<file path="src/rtl/seq_alu_pkg.sv">
// Shared definitions for the sequential ALU: opcodes, flag bit positions
// and FSM state encoding.
package seq_alu_pkg;

  localparam logic [4:0] OP_ADD = 5'b00000;
  localparam logic [4:0] OP_SUB = 5'b00001;
  localparam logic [4:0] OP_AND = 5'b00010;
  localparam logic [4:0] OP_OR  = 5'b00011;
  localparam logic [4:0] OP_XOR = 5'b00100;
  localparam logic [4:0] OP_NOT = 5'b00101;
  localparam logic [4:0] OP_SHL = 5'b00110;
  localparam logic [4:0] OP_SHR = 5'b00111;
  localparam logic [4:0] OP_CMP = 5'b01110;
  localparam logic [4:0] OP_MUL = 5'b10000;
  localparam logic [4:0] OP_DIV = 5'b10001;

  localparam int FLAG_Z = 3;
  localparam int FLAG_N = 2;
  localparam int FLAG_C = 1;
  localparam int FLAG_V = 0;

  typedef enum logic [1:0] {
    ST_IDLE = 2'd0,
    ST_EXEC = 2'd1,
    ST_DONE = 2'd2
  } state_e;

  function automatic logic [3:0] pack_flags(input logic z, input logic n,
                                            input logic c, input logic v);
    logic [3:0] f;
    f         = '0;
    f[FLAG_Z] = z;
    f[FLAG_N] = n;
    f[FLAG_C] = c;
    f[FLAG_V] = v;
    return f;
  endfunction

endpackage

</file>
<file path="src/rtl/seq_alu_muldiv.sv">
// Iterative unsigned engine: radix-2 shift-add multiply and, when
// SEQ_ALU_DIV_EN is defined, restoring divide; one bit per clock, W clocks.
module seq_alu_muldiv
  import seq_alu_pkg::*;
#(
  parameter int W     = 16,
  parameter int CNT_W = $clog2(W) + 1
) (
  input  logic         clk,
  input  logic         rst_n,
  input  logic         start_i,
  input  logic         op_i,
  input  logic [W-1:0] a_i,
  input  logic [W-1:0] b_i,
  output logic         done_o,
  output logic [W-1:0] hi_o,
  output logic [W-1:0] lo_o
);

  logic             run_q, run_d;
  logic             done_q, done_d;
  logic [CNT_W-1:0] cnt_q, cnt_d;
  logic [W-1:0]     hi_q, hi_d;
  logic [W-1:0]     lo_q, lo_d;
  logic [W-1:0]     b_q, b_d;
  logic             accept;

  logic [W-1:0]     addend;
  logic [W:0]       mul_sum;
  logic [W-1:0]     mul_hi, mul_lo;

  assign addend  = lo_q[0] ? b_q : '0;
  assign mul_sum = {1'b0, hi_q} + {1'b0, addend};
  assign mul_hi  = mul_sum[W:1];
  assign mul_lo  = {mul_sum[0], lo_q[W-1:1]};

`ifdef SEQ_ALU_DIV_EN
  logic             op_q, op_d;
  logic [W:0]       shifted;
  logic             borrow;
  logic [W-1:0]     trial;
  logic [W-1:0]     div_hi, div_lo;

  // The partial remainder never exceeds the divisor, so the trial
  // difference fits in W bits whenever no borrow occurs.
  assign shifted = {hi_q, lo_q[W-1]};
  assign borrow  = shifted < {1'b0, b_q};
  assign trial   = shifted[W-1:0] - b_q;
  assign div_hi  = borrow ? shifted[W-1:0] : trial;
  assign div_lo  = {lo_q[W-2:0], ~borrow};
  assign accept  = start_i;
`else
  assign accept  = start_i && !op_i;
`endif

  always_comb begin
    run_d  = run_q;
    done_d = 1'b0;
    cnt_d  = cnt_q;
    hi_d   = hi_q;
    lo_d   = lo_q;
    b_d    = b_q;
`ifdef SEQ_ALU_DIV_EN
    op_d   = op_q;
`endif
    if (accept) begin
      run_d = 1'b1;
      cnt_d = '0;
      hi_d  = '0;
      lo_d  = a_i;
      b_d   = b_i;
`ifdef SEQ_ALU_DIV_EN
      op_d  = op_i;
`endif
    end else if (run_q) begin
      cnt_d = cnt_q + CNT_W'(1);
      if (cnt_q == CNT_W'(W - 1)) begin
        run_d  = 1'b0;
        done_d = 1'b1;
      end
`ifdef SEQ_ALU_DIV_EN
      hi_d = op_q ? div_hi : mul_hi;
      lo_d = op_q ? div_lo : mul_lo;
`else
      hi_d = mul_hi;
      lo_d = mul_lo;
`endif
    end
  end

  always_ff @(posedge clk or negedge rst_n) begin
    if (!rst_n) begin
      run_q  <= 1'b0;
      done_q <= 1'b0;
      cnt_q  <= '0;
      hi_q   <= '0;
      lo_q   <= '0;
      b_q    <= '0;
`ifdef SEQ_ALU_DIV_EN
      op_q   <= 1'b0;
`endif
    end else begin
      run_q  <= run_d;
      done_q <= done_d;
      cnt_q  <= cnt_d;
      hi_q   <= hi_d;
      lo_q   <= lo_d;
      b_q    <= b_d;
`ifdef SEQ_ALU_DIV_EN
      op_q   <= op_d;
`endif
    end
  end

  assign done_o = done_q;
  assign hi_o   = hi_q;
  assign lo_o   = lo_q;

endmodule

</file>
<file path="src/rtl/seq_alu.sv">
// Sequential signed ALU with iterative MUL and optional DIV (macro
// SEQ_ALU_DIV_EN); every op spends at least one cycle in EXEC.
module seq_alu
  import seq_alu_pkg::*;
#(
  parameter int W     = 16,
  parameter int CNT_W = $clog2(W) + 1
) (
  input  logic         clk,
  input  logic         rst_n,
  input  logic         start,
  input  logic [4:0]   alu_op,
  input  logic [W-1:0] operandA,
  input  logic [W-1:0] operandB,
  output logic         busy,
  output logic         done,
  output logic [W-1:0] resultAccumulator,
  output logic [W-1:0] result_hi,
  output logic [3:0]   flags
);

  state_e       state_q, state_d;
  logic [4:0]   op_q, op_d;
  logic [W-1:0] a_q, a_d, b_q, b_d;
  logic [W-1:0] res_q, res_d, hi_q, hi_d;
  logic [3:0]   flags_q, flags_d;

  logic         md_start, md_op, md_done, start_md, use_md;
  logic [W-1:0] md_a, md_b, md_hi, md_lo;

  logic [W:0]     add_w, sub_w;
  logic           add_ovf, sub_ovf;
  logic [2*W-1:0] mag_prod, prod;
  logic [W-1:0]   lr;
  logic           lc, lv, wr;

`ifdef SEQ_ALU_DIV_EN
  localparam logic [W-1:0] MIN_VAL = {1'b1, {(W-1){1'b0}}};
  logic [W-1:0] quo, rem;
  logic         div_ovf;

  // Quotient sign follows the operand signs; remainder follows the dividend.
  assign quo     = (a_q[W-1] ^ b_q[W-1]) ? -md_lo : md_lo;
  assign rem     = a_q[W-1] ? -md_hi : md_hi;
  assign div_ovf = (a_q == MIN_VAL) && (b_q == '1);
  assign start_md = (alu_op == OP_MUL) || ((alu_op == OP_DIV) && (operandB != '0));
  assign use_md   = (op_q == OP_MUL) || ((op_q == OP_DIV) && (b_q != '0));
`else
  assign start_md = (alu_op == OP_MUL);
  assign use_md   = (op_q == OP_MUL);
`endif

  assign md_start = (state_q == ST_IDLE) && start && start_md;
  assign md_op    = (alu_op == OP_DIV);
  assign md_a     = operandA[W-1] ? -operandA : operandA;
  assign md_b     = operandB[W-1] ? -operandB : operandB;

  seq_alu_muldiv #(.W(W), .CNT_W(CNT_W)) u_muldiv (
    .clk     (clk),
    .rst_n   (rst_n),
    .start_i (md_start),
    .op_i    (md_op),
    .a_i     (md_a),
    .b_i     (md_b),
    .done_o  (md_done),
    .hi_o    (md_hi),
    .lo_o    (md_lo)
  );

  assign add_w    = {1'b0, a_q} + {1'b0, b_q};
  assign sub_w    = {1'b0, a_q} - {1'b0, b_q};
  assign add_ovf  = (a_q[W-1] == b_q[W-1]) && (add_w[W-1] != a_q[W-1]);
  assign sub_ovf  = (a_q[W-1] != b_q[W-1]) && (sub_w[W-1] != a_q[W-1]);
  assign mag_prod = {md_hi, md_lo};
  assign prod     = (a_q[W-1] ^ b_q[W-1]) ? -mag_prod : mag_prod;

  always_comb begin
    state_d = state_q;
    op_d    = op_q;
    a_d     = a_q;
    b_d     = b_q;
    res_d   = res_q;
    hi_d    = hi_q;
    flags_d = flags_q;
    lr      = '0;
    lc      = 1'b0;
    lv      = 1'b0;
    wr      = 1'b0;
    case (state_q)
      ST_IDLE: begin
        if (start) begin
          op_d    = alu_op;
          a_d     = operandA;
          b_d     = operandB;
          state_d = ST_EXEC;
        end
      end
      ST_EXEC: begin
        if (!use_md || md_done) begin
          state_d = ST_DONE;
          case (op_q)
            OP_ADD: begin lr = add_w[W-1:0]; lc = add_w[W]; lv = add_ovf; wr = 1'b1; end
            OP_SUB: begin lr = sub_w[W-1:0]; lc = sub_w[W]; lv = sub_ovf; wr = 1'b1; end
            OP_AND: begin lr = a_q & b_q; wr = 1'b1; end
            OP_OR:  begin lr = a_q | b_q; wr = 1'b1; end
            OP_XOR: begin lr = a_q ^ b_q; wr = 1'b1; end
            OP_NOT: begin lr = ~a_q; wr = 1'b1; end
            OP_SHL: begin lr = {a_q[W-2:0], 1'b0}; lc = a_q[W-1]; wr = 1'b1; end
            OP_SHR: begin lr = {a_q[W-1], a_q[W-1:1]}; lc = a_q[0]; wr = 1'b1; end
            OP_CMP: flags_d = pack_flags(sub_w[W-1:0] == '0, sub_w[W-1], sub_w[W], sub_ovf);
            OP_MUL: begin
              res_d   = prod[W-1:0];
              hi_d    = prod[2*W-1:W];
              flags_d = pack_flags(prod == '0, prod[2*W-1], 1'b0,
                                   prod[2*W-1:W] != {W{prod[W-1]}});
            end
`ifdef SEQ_ALU_DIV_EN
            OP_DIV: begin
              if (b_q == '0) begin
                res_d   = '1;
                hi_d    = a_q;
                flags_d = pack_flags(1'b0, 1'b1, 1'b0, 1'b1);
              end else begin
                res_d   = quo;
                hi_d    = rem;
                flags_d = pack_flags(quo == '0, quo[W-1], 1'b0, div_ovf);
              end
            end
`else
            OP_DIV: flags_d = pack_flags(1'b0, 1'b0, 1'b0, 1'b1);
`endif
            default: ;
          endcase
          if (wr) begin
            res_d   = lr;
            hi_d    = '0;
            flags_d = pack_flags(lr == '0, lr[W-1], lc, lv);
          end
        end
      end
      ST_DONE: state_d = ST_IDLE;
      default: state_d = ST_IDLE;
    endcase
  end

  always_ff @(posedge clk or negedge rst_n) begin
    if (!rst_n) begin
      state_q <= ST_IDLE;
      op_q    <= '0;
      a_q     <= '0;
      b_q     <= '0;
      res_q   <= '0;
      hi_q    <= '0;
      flags_q <= '0;
    end else begin
      state_q <= state_d;
      op_q    <= op_d;
      a_q     <= a_d;
      b_q     <= b_d;
      res_q   <= res_d;
      hi_q    <= hi_d;
      flags_q <= flags_d;
    end
  end

  assign busy              = (state_q != ST_IDLE);
  assign done              = (state_q == ST_DONE);
  assign resultAccumulator = res_q;
  assign result_hi         = hi_q;
  assign flags             = flags_q;

endmodule

</file>
<file path="config.mk">
export PLATFORM = sky130hd
export DESIGN_NAME = seq_alu
export DESIGN_NICKNAME = d
export VERILOG_FILES = /design/src/rtl/seq_alu_pkg.sv /design/src/rtl/seq_alu_muldiv.sv /design/src/rtl/seq_alu.sv
export SDC_FILE = /design/constraint.sdc
export NUM_CORES = 1
export LEC_CHECK = 0
export CAP_MARGIN = 20
export CORE_ASPECT_RATIO = 1.2
export CORE_UTILIZATION = 30
export DETAILED_ROUTE_END_ITERATION = 8
export DONT_BUFFER_PORTS = 1
export GPL_ROUTABILITY_DRIVEN = 0
export PLACE_DENSITY_LB_ADDON = 0.2
export SETUP_SLACK_MARGIN = 0.5
export SYNTH_ARGS = -nofsm -noshare
export SYNTH_HDL_FRONTEND = slang
export SYNTH_SLANG_ARGS = --single-unit
</file>
<file path="constraint.sdc">
create_clock -name clk -period 3.3 [get_ports clk]
set_clock_uncertainty 0.05 [all_clocks]
set_input_delay 0.66 -clock clk [delete_from_list [all_inputs] [get_ports clk]]
set_output_delay 0.66 -clock clk [all_outputs]
set_load 0.01 [all_outputs]
</file>
==> metrics.yaml <==
outcome: "finished with violations"
violations: "negative hold slack"
yosys_register_bits: 130
pre_cts_ws_ns: -0.0142
dp_hpwl_mm: 35.1
setup_viol: 0
cp-start-kind: "flop"
initial_core_util_pct: 30.6
viasPerCell: 5.69
design_area_mm2: 0.0143
finalSetupTns_ns: 0
max_slew_margin_pct: 56.0
clock_sinks: 130
postSynthNetCount: 1459
synth_area_mm2: 0.0110
clk_path_buf_depth: 2
crit_path_end_kind: "flop"
antenna_found_initial: 1
period_share_pct: 94.9
nets: 1596
crit_required_ns: 3.63
power_density_mw_per_mm2: 1350
fin_crit_ns: 3.13
core_region_area_mm2: 0.0360
area_delta_synth_final_pct: 29.4
fp.dieW_um: 177
grt_use_total_pct: 24.1
synthTopCellsByArea: "dfrtp_1, ha_1, o21ai_0, nand2_1, xnor2_1"
synth-warning-count: 0
grt_pass1_wl_mm: 67.8
dr.pass1.iters: 6
routed_wl_mm: 45.2
cp.arrival_ns: 3.46
worstMarginPinSlew_ns: 0.654
drt-initial-drc-count: 848
grt_overflow: 0
fp-row-count: 76
clkLatencyLatePin_ns: 0.45
grt_max_degree: 131
grt_pass1_vias: 11100
timing.fmax_mhz: 319
die_area_mm2: 0.0375
hp-class: "in -> async"
syn_area_per_cell_um2: 8.20
path_class: "reg -> reg"
io_buffers: 0
rsz0062_at_grt: "true"
netlist_instances: 1344
h-tree-depth: 4
hold-worst-slack_ns: -0.150
synth_async_sr_flop_share_pct: 100
final_util_pct: 39.6
synth_edf_count: 0
p_leak_nw: 6.04
dpl-instance-area_mm2: 0.0126
wire_per_inst_um: 23.0
maxCapViolCount: 0
drive_gt1_share_pct: 27.5
io_pins: 78
yosysMostFrequentCell: "nand2_1"
yosysTopAreaCell: "dfrtp_1"
cts_tree: "yes"
path_clk_slew_ns: 0.06
via_count: 11200
ys.flop_type: "dfrtp_1"
ys_seq_area_share_pct: 29.5
vdd_ir_drop_max_uv: 505
cts_buffers: 17
crit_fanout: 6
yosysTopAreaCellShare_pct: 29.5
die_y_um: 212
hold_viol: 130
synth.distinct_cells: 91
ys_top_cells_by_count: "nand2_1, dfrtp_1, o21ai_0, nor2_1, ha_1"
antenna_cells: 0
clock-root-buffer: "clkbuf_16"
ant_nets: 0
worst_slack_ns: 0.168
drc: 0
maxSlewViolCount: 0
-- logic make-up after synthesis --
| family | after synthesis | synth area share (%) |
|---|---|---|
| compound gates | 404 | 25.4 |
| mux | 46 | 4.28 |
| buf+inv | 158 | 5.55 |
| xor+xnor | 73 | 5.80 |
| simple gates | 458 | 20.7 |
| fa+ha+maj | 75 | 8.72 |
| flops | 130 | 29.5 |
-- state kept, by name, summed over array words and instances, names as in the netlist --
name	cells
state_q	2
u_muldiv.hi_o	16
u_muldiv.b_q	16
b_q	16
flags	4
u_muldiv.run_q	1
u_muldiv.lo_o	16
a_q	16
resultAccumulator	16
u_muldiv.cnt_q	5
u_muldiv.done_o	1
result_hi	16
op_q	5
-- cell usage in the layout, fill, tap and decap left out, types with 8 or more instances in the layout --
cell / instances
inv_2: 18
and2_1: 17
ha_1: 49
nand4_1: 17
xnor2_1: 47
o21ai_1: 10
a21oi_2: 12
ha_2: 8
and3_1: 8
xor2_1: 26
o31ai_1: 18
a221o_1: 11
nand3_1: 35
clkbuf_16: 18
inv_1: 53
nor2b_1: 8
or2_2: 10
dfrtp_2: 8
dfrtp_1: 122
nor3_1: 41
a31oi_1: 11
nor2_1: 80
mux2i_1: 37
a22o_1: 15
a211oi_2: 8
a21o_1: 18
nor4_1: 15
a21oi_1: 38
buf_6: 15
nand2b_1: 15
o211ai_1: 15
buf_4: 183
nand2_1: 143
o21ai_0: 111
ha_4: 15
or3_1: 9
-- final timing paths --
kind	endpoint	cells past startpoint	start	slack (ns)
max	flags[3]$_DFFE_PN0P_	10	b_q[10]$_DFFE_PN0P_	0.17
min	result_hi[11]$_DFFE_PN0P_	0	rst_n	-0.15
max reg2reg	flags[3]$_DFFE_PN0P_	10	b_q[10]$_DFFE_PN0P_	0.17
min reg2reg	u_muldiv.b_q[8]$_DFFE_PN0P_	2	u_muldiv.b_q[8]$_DFFE_PN0P_	0.43
max in group asynchronous	b_q[10]$_DFFE_PN0P_	0	rst_n	2.99
min in group clk	u_muldiv.lo_o[0]$_DFFE_PN0P_	2	operandA[0]	0.28
-- metrics by stage --
stage	total power (W)	std cells
3_5_place_dp	0.0151	1883
6_report	0.0193	1962
3_3_place_gp	0.0151	1883
4_1_cts	0.0181	1937
5_1_grt	0.0205	1962
2_1_floorplan	0.0103	1344
-- critical path, cell delays in order, from the launching register on --
cell and delay (ns):
dfrtp_2 0.48, inv_1 0.27, ha_1 0.43, a21o_1 0.15, o41a_1 0.14, o41a_1 0.20
mux2_1 0.33, or4_4 0.54, o32ai_2 0.24, a21boi_1 0.11, o21ai_1 0.11
-- final cells by class --
type,count,area [um2]
flip-flops and latches,130,3260
inverters,74,282
well taps,468,586
clock inverters,13,126
fillers,3633,21800
repair buffers,202,1620
multi-input cells,1056,7940
clock buffers,19,443
-- timing repair --
item | CTS | global route
endpoints found under the setup margin | 21 | 24
buffers inserted | 22 | 24
pin swaps | 33 | 54
gates cloned | 0 | 1
gates resized for setup | 79 | 99
endpoints found under the hold margin | 130 | 130
-- power breakdown --
part	switching (W)	total [W]	internal, W
clock	0.000820	0.00189	0.00107
sequential	0.000836	0.00316	0.00232
combinational	0.00800	0.0143	0.00628
-- per-layer routing --
layer  GRT usage (%)  wire, um
met4            13.8      2710
met1            27.2     17300
met5               0         0
met3            3.81      2100
met2            42.8     23100
(Power assumes the default switching activity.)
